`src/rtl/mesh_fetch_scheduler.sv`:
```
// Per-frame triangle fetch from mesh BRAM, credit-throttled against a small FWFT
// output FIFO and presented as a valid/ready stream tagged with triangle ID.
module mesh_fetch_scheduler #(
  parameter  int MAX_COUNT    = 1024,
  parameter  int DATA_WIDTH   = 144,
  parameter  int READ_LATENCY = 2,
  parameter  int FIFO_DEPTH   = 4,
  localparam int ADDR_WIDTH   = $clog2(MAX_COUNT)
) (
  input  logic                  clk_in,
  input  logic                  rst_in,
  input  logic                  start_in,
  input  logic [ADDR_WIDTH:0]   num_tris_in,
  output logic                  ram_en_out,
  output logic [ADDR_WIDTH-1:0] ram_addr_out,
  input  logic [DATA_WIDTH-1:0] ram_data_in,
  output logic [DATA_WIDTH-1:0] tri_data_out,
  output logic [ADDR_WIDTH-1:0] tri_id_out,
  output logic                  valid_out,
  input  logic                  ready_in,
  output logic                  busy_out,
  output logic                  frame_done_out
);

  localparam int PTR_W = $clog2(FIFO_DEPTH);
  localparam int CNT_W = PTR_W + 1;
  localparam int CRD_W = $clog2(FIFO_DEPTH + READ_LATENCY + 1);
  localparam logic [CNT_W-1:0]    FULL_C  = CNT_W'(FIFO_DEPTH);
  localparam logic [CRD_W-1:0]    CREDITS = CRD_W'(FIFO_DEPTH);
  localparam logic [ADDR_WIDTH:0] MAX_C   = (ADDR_WIDTH + 1)'(MAX_COUNT);
  localparam logic [ADDR_WIDTH:0] CNT_ONE = (ADDR_WIDTH + 1)'(1);

  typedef enum logic [1:0] {IDLE, FETCH, DRAIN, DONE} state_t;

  state_t                state, state_nxt;
  logic [ADDR_WIDTH:0]   n_tris, issue_cnt, pop_cnt;
  logic                  issue, push, pop;
  logic [CRD_W-1:0]      inflight;
  logic [READ_LATENCY-1:0] vld_p;
  logic [ADDR_WIDTH-1:0] id_p [READ_LATENCY];
  logic [DATA_WIDTH-1:0] mem_data [FIFO_DEPTH];
  logic [ADDR_WIDTH-1:0] mem_id [FIFO_DEPTH];
  logic [PTR_W-1:0]      wr_ptr, rd_ptr;
  logic [CNT_W-1:0]      fifo_count;

  function automatic logic [ADDR_WIDTH:0] sat_count(input logic [ADDR_WIDTH:0] n);
    return (n > MAX_C) ? MAX_C : n;
  endfunction

  always_comb begin
    inflight = '0;
    for (int i = 0; i < READ_LATENCY; i++) inflight = inflight + CRD_W'(vld_p[i]);
  end

  // Credits count registered occupancy only; a pop this cycle frees a slot next cycle.
  assign issue = (state == FETCH) && (issue_cnt < n_tris) &&
                 ((inflight + CRD_W'(fifo_count)) < CREDITS);
  assign ram_en_out   = issue;
  assign ram_addr_out = issue_cnt[ADDR_WIDTH-1:0];
  assign push         = vld_p[READ_LATENCY-1];
  assign valid_out    = (fifo_count != '0);
  assign pop          = valid_out && ready_in;
  assign tri_data_out = valid_out ? mem_data[rd_ptr] : '0;
  assign tri_id_out   = valid_out ? mem_id[rd_ptr] : '0;

  always_ff @(posedge clk_in or negedge rst_in) begin
    if (!rst_in) state <= IDLE;
    else         state <= state_nxt;
  end

  // DRAIN looks at the handshake in flight so done lands the cycle after the last pop.
  always_comb begin
    state_nxt      = state;
    busy_out       = 1'b1;
    frame_done_out = 1'b0;
    case (state)
      IDLE: begin
        busy_out = 1'b0;
        if (start_in) state_nxt = FETCH;
      end
      FETCH: if (issue_cnt == n_tris) state_nxt = DRAIN;
      DRAIN: if ((pop_cnt + (ADDR_WIDTH + 1)'(pop)) == n_tris) state_nxt = DONE;
      DONE: begin
        frame_done_out = 1'b1;
        state_nxt      = IDLE;
      end
      default: state_nxt = IDLE;
    endcase
  end

  always_ff @(posedge clk_in or negedge rst_in) begin
    if (!rst_in) begin
      n_tris    <= '0;
      issue_cnt <= '0;
      pop_cnt   <= '0;
    end else if (state == IDLE && start_in) begin
      n_tris    <= sat_count(num_tris_in);
      issue_cnt <= '0;
      pop_cnt   <= '0;
    end else begin
      if (issue) issue_cnt <= issue_cnt + CNT_ONE;
      if (pop)   pop_cnt   <= pop_cnt + CNT_ONE;
    end
  end

  // Stage p0..pN: in-flight reads, aligned with BRAM read latency
  always_ff @(posedge clk_in or negedge rst_in) begin
    if (!rst_in) begin
      vld_p <= '0;
      for (int i = 0; i < READ_LATENCY; i++) id_p[i] <= '0;
    end else begin
      vld_p[0] <= issue;
      id_p[0]  <= issue_cnt[ADDR_WIDTH-1:0];
      for (int i = 1; i < READ_LATENCY; i++) begin
        vld_p[i] <= vld_p[i-1];
        id_p[i]  <= id_p[i-1];
      end
    end
  end

  // Output FIFO: returned data and tag captured as they emerge from the pipe
  always_ff @(posedge clk_in) begin
    if (push) begin
      mem_data[wr_ptr] <= ram_data_in;
      mem_id[wr_ptr]   <= id_p[READ_LATENCY-1];
    end
  end

  always_ff @(posedge clk_in or negedge rst_in) begin
    if (!rst_in) begin
      wr_ptr     <= '0;
      rd_ptr     <= '0;
      fifo_count <= '0;
    end else begin
      if (push) wr_ptr <= wr_ptr + PTR_W'(1);
      if (pop)  rd_ptr <= rd_ptr + PTR_W'(1);
      case ({push, pop})
        2'b10:   fifo_count <= fifo_count + CNT_W'(1);
        2'b01:   fifo_count <= fifo_count - CNT_W'(1);
        default: fifo_count <= fifo_count;
      endcase
    end
  end

  a_no_overflow: assert property (@(posedge clk_in) disable iff (!rst_in)
    !(push && fifo_count == FULL_C));

endmodule

```
`config.mk`:
```
export PLATFORM = sky130hd
export DESIGN_NAME = mesh_fetch_scheduler
export DESIGN_NICKNAME = d
export VERILOG_FILES = /design/src/rtl/mesh_fetch_scheduler.sv
export SDC_FILE = /design/constraint.sdc
export NUM_CORES = 1
export LEC_CHECK = 0
export ABC_AREA = 0
export BUFFER_PORTS_ARGS = -buffer_cell sky130_fd_sc_hd__buf_2
export CAP_MARGIN = 20
export CORE_MARGIN = 4
export CORE_UTILIZATION = 25
export DETAILED_ROUTE_END_ITERATION = 16
export PLACE_DENSITY = 0.47
export REMOVE_ABC_BUFFERS = 1
export SYNTH_ARGS = -nofsm -noshare
export SYNTH_HDL_FRONTEND = slang
export SYNTH_SLANG_ARGS = --single-unit
```
`constraint.sdc`:
```
create_clock -name clk_in -period 5.1 [get_ports clk_in]
set_input_delay 0.51 -clock clk_in [delete_from_list [all_inputs] [get_ports clk_in]]
set_output_delay 0.51 -clock clk_in [all_outputs]
set_load 0.05 [all_outputs]
```
* After elaboration in Yosys (flattened, before gate mapping)
Memory sizes are Yosys's and may differ from the RTL's. Index checks and enable logic that the tools add are counted.
Cells by class: add/sub/neg operators 9, order comparisons 3, equal/unequal tests 10, multiplexer cells 16, reductions and logical operators 10
Operators by type and width (number):
- $mux W144 | 1
- $mux W11 | 5
- $add A11 B1 Y11 const B | 2
- $eq A11 B11 Y1 | 2
- $add A11 B1 Y11 | 1
- $gt A11 B11 Y1 const B | 1
- $lt A11 B11 Y1 | 1
- $mux W10 | 1
- $pmux W2 S4 | 1
- $eq A2 B2 Y1 const B | 3
- $mux W2 | 3
- $pmux W3 S2 | 1
- $reduce_bool A2 Y1 | 3
- $add A2 B1 Y2 const B | 2
- $eq A2 B1 Y1 const B | 2
- $logic_and A1 B1 Y1 | 4
- $mux W1 | 4
- $ne A2 B2 Y1 const B | 2
- $add A2 B3 Y3 | 1
- $add A3 B1 Y3 const B | 1
- $lt A3 B3 Y1 const B | 1
- $reduce_and A3 Y1 | 1
- $reduce_bool A3 Y1 | 1
- $sub A3 B1 Y3 const B | 1
- 3 further kinds | 3
Storage, ports and cells: register bits 64, bits in writable memories 616, input port bits 159, output and inout bits 168, logic and storage cells 60, memories 2
Memories:
- mem_data | depth 4, width 144, read ports 1, clocked after Yosys merged registers in 0, write ports 1, RTL line 41 | logic [DATA_WIDTH-1:0] mem_data [FIFO_DEPTH];
- mem_id | depth 4, width 10, read ports 1, clocked after Yosys merged registers in 0, write ports 1, RTL line 42 | logic [ADDR_WIDTH-1:0] mem_id [FIFO_DEPTH];

* Logic depth before layout (Yosys ltp)
depth in word-level cells 6, gate-level depth with buffers 11, mapped depth without buffers 9

* Worst setup path after synthesis
OpenSTA, ideal clock, no wires.
path kind reg-to-reg, start register wr_ptr[0], end memory mem_data[2][0], enable pin, library setup time 0.532 ns, arrival 4.135 ns, slack 0.433 ns, cell stages (with the launch flop) 4, path buffers 0, clock period less this slack 4.667 ns, path through dfrtp_1 -> inv_1 -> ha_1 -> and2_1
RTL lines:
- from (decl) | RTL line 43 | logic [PTR_W-1:0] wr_ptr, rd_ptr;
- from (signal assigned) | RTL line 135 | if (push) wr_ptr <= wr_ptr + PTR_W'(1);
- to (decl) | RTL line 41
No word-level cell before the write port.

* Worst setup path after layout
start register rd_ptr[0], end output tri_data_out[57]
On the way: word-level cells in the longest chain between the ends 2
RTL lines:
- from (decl) | RTL line 43
- from (signal assigned) | RTL line 136 | if (pop) rd_ptr <= rd_ptr + PTR_W'(1);
- $mem_v2 Z4 W144
- $mux W144 | RTL line 63 | assign tri_data_out = valid_out ? mem_data[rd_ptr] : '0;
- to (decl) | RTL line 17 | output logic [DATA_WIDTH-1:0] tri_data_out,
No other way between the ends.

==> flow_metrics.env <==
export IMPL_worst_r2r_cell_count=9
export IMPL_ant_nets=0
export IMPL_place_ws_ps=1762
export IMPL_worst_slack_ps=1514
export IMPL_fillCellCount=10427
export IMPL_hold_class="primary input to async pin"
export IMPL_path_max_fanout=34
export IMPL_grt_pass1_wl_um=95160
export IMPL_whs_ps=20.64
export IMPL_clockBufferDepth=3
export IMPL_final_nets=1866
export IMPL_status="finished, final reports clean"
export IMPL_synth_top_cell_area_share_pct=69.20
export IMPL_ys_ff_latch=680
export IMPL_endpoint="tri_data_out[57]"
export IMPL_regArea_um2=20110
export IMPL_synth_area_um2=26730
export IMPL_period_minus_slack_ps=3586
export IMPL_gp_congestion=0.7509
export IMPL_die_width_um=335.0
export IMPL_end_kind="primary output"
export IMPL_firstDrtPassIters=6
export IMPL_combPwrFrac_pct=35.9
export IMPL_arrival_ps=3080
export IMPL_synth_edff_count=616
export IMPL_drive_gt1_share_pct=35.67
export IMPL_highest_layer="met5"
export IMPL_synthFlopType="edfxtp_1"
export IMPL_grt_pass1_vias=14959
export IMPL_post_cts_buffers=0
export IMPL_yosys_area_top_type="edfxtp_1"
export IMPL_cts_tree="done"
export IMPL_syn2layout_area_growth_pct=21.94
export IMPL_p_clk_share_pct=29.7
export IMPL_drt_iter0_drc=816
export IMPL_cp_start_kind="flop"
export IMPL_rsz0062_at_grt="no"
export IMPL_wl_um=63720
export IMPL_io_pins=327
export IMPL_syn_inst=1333
export IMPL_synth_area_leaders="edfxtp_1 (69%), mux4_2 (13%), dfrtp_1 (6.0%), and2_1 (3.8%), ha_1 (1.2%)"
export IMPL_wl_met2_um=31260
export IMPL_wl_per_cell_um=20.30
export IMPL_setup_viol=0
export IMPL_insertion_delay_ps=640
export IMPL_synthTopCellsByCount="edfxtp_1 (616), and2_1 (161), mux4_2 (154)"
export IMPL_slew_viol_final=0
export IMPL_max_freq_mhz=278.9
export IMPL_drc=0
export IMPL_hold_viol_final=0
export IMPL_cts_buffers=78
export IMPL_r2r_end="state[1]"
export IMPL_crit_required_ps=4590
export IMPL_synth_distinct_cells=50
export IMPL_clock_skew_ps=25.35
export IMPL_yosysMostFrequentCell="edfxtp_1"
export IMPL_vias=13639
export IMPL_worst_slew_pin_slew_ps=1039
export IMPL_die_area_um2=112200
export IMPL_fin_tns_setup_ps=0
export IMPL_cts_hold_fix_buffers=0
export IMPL_wl_met3_um=3724
export IMPL_power_switching_w=0.007097
export IMPL_h_tree_depth=3
export IMPL_antenna_found_initial=12
export IMPL_critPathKind="flop to primary output"
export IMPL_clock_sinks=680
export IMPL_max_cap_violations=0
export IMPL_p_seq_share_pct=34.4
export IMPL_rrSetupSlack_ps=1910
export IMPL_grt_usage_pct=11.26
export IMPL_regToRegStartpoint="fifo_count[0]"
export IMPL_p_sw_share_pct=38.12
export IMPL_synthArstFlopShare_pct=9.412
export IMPL_finalCritPeriodShare_pct=70.31
export IMPL_syn_avg_cell_area_um2=20.05
export IMPL_coreArea_um2=105700
export IMPL_clk_pin_slew_worst_paths_ps=60
export IMPL_timing_critical_path_from="rd_ptr[0]"
export IMPL_p_int_w=0.01152
export IMPL_cts_resized=0
export IMPL_place_hpwl_um=38030
export IMPL_p_leak_nw=10.85
export IMPL_yosysWarnings=0
export IMPL_num_rows=119
export IMPL_multiInputGateArea_um2=6166
export IMPL_power_density_nw_per_um2=571.1
export IMPL_start_util_pct=25.28
export IMPL_numPortBuffers=326
export IMPL_wl_met1_um=27380
export IMPL_die_height_um=335.0
export IMPL_overflow=0
export IMPL_seq_area_frac_synth_pct=75.20
export IMPL_grt_max_degree=139
export IMPL_cts_root_buffer_cell="clkbuf_16"
export IMPL_ir_drop_mv=0.4241
export IMPL_viasPerCell=4.345
export IMPL_maxSlewHeadroom_pct=30.74
==> worst max-delay path, stage by stage, from the launching register on <==
cell	delay, ps
dfrtp_4	950
buf_4	450
mux4_2	540
and2_1	200
buf_2	220
==> area by class of cell <==
cell class	instances	share of cell area (%)
flip-flops and latches	680	61.69
multi-input cells	549	18.92
clock buffers	103	6.560
repair buffers	345	5.850
well taps	1391	5.340
clock inverters	41	1.317
inverters	26	0.2994
diodes	4	0.03071
==> power groups by stage <==
stage / registers [W] / clock network [W] / logic [W]
6_report: 0.00640 / 0.00553 / 0.00668
5_1_grt: 0.00643 / 0.00598 / 0.00708
4_1_cts: 0.00642 / 0.00574 / 0.00686
3_5_place_dp: 0.00654 / 0 / 0.00685
3_3_place_gp: 0.00653 / 0 / 0.00684
2_1_floorplan: 0.00670 / 0 / 0.00508
==> how the worst min path moves through the flow <==
stage | end | from | slack [ps]
6_report | id_p[1] | rst_in | 20
5_1_grt | mem_data[1][10] | ram_data_in[10] | 30
4_1_cts | id_p[1] | rst_in | 0.9
3_5_place_dp | id_p[0] | id_p[10] | 340
3_3_place_gp | id_p[7] | id_p[17] | 340
2_1_floorplan | fifo_count[0] | rst_in | 210
==> registers in the layout, summed over array words and instances, names as in the netlist <==
register	flops
issue_cnt	11
mem_id	40
fifo_count	3
n_tris	11
mem_data	576
wr_ptr	2
state	2
rd_ptr	2
pop_cnt	11
id_p	20
vld_p	2
==> kinds of logic (layout without fill, tap and decap cells) <==
kind of cell / after synthesis / after routing / synth area share, %
buf+inv: 104 / 515 / 1.793
simple gates: 271 / 271 / 5.978
compound gates: 64 / 64 / 1.666
mux: 158 / 158 / 13.13
other cells: 0 / 4 / 0
xor+xnor: 29 / 29 / 0.9503
fa+ha+maj: 27 / 27 / 1.292
flops: 680 / 680 / 75.20
==> layer usage <==
metal | vias to the layer above | GRT usage (%)
met5 | - | 0
met4 | 14 | 3.485
met3 | 94 | 2.820
met2 | 361 | 18.81
met1 | 7155 | 14.46
li1 | 6015 | -
==> through the flow <==
step / area, µm² / utilization (%) / cells / power, W
after CTS: 32590 / 30.82 / 3135 / 0.01901
after global routing: 32590 / 30.83 / 3136 / 0.01949
final: 32600 / 30.83 / 3139 / 0.01862
after floorplan: 26350 / - / 1255 / 0.01178
after global placement: 29990 / 28.37 / 2990 / 0.01337
after detailed placement: 30020 / 28.40 / 2991 / 0.01338
==> layout by cell type (no fill, tap or decap), drive strengths merged, types with 3 or more instances in the layout <==
master,n
xor2,14
nand4,13
clkinv,27
mux2i,4
a311o,3
nor2,20
bufinv,6
and3,4
clkinvlp,3
o311ai,5
and2,161
edfxtp,616
and4,4
nor3,3
nor2b,3
inv,31
or4,3
o21ai,15
nor4,6
nand3b,7
nand3,17
ha,26
clkbuf,103
diode,4
a21oi,12
nand2b,7
nand2,20
mux4,154
o41ai,4
buf,345
xnor2,15
o31ai,7
dfrtp,64
No activity file was read; power rests on OpenSTA's default activity.
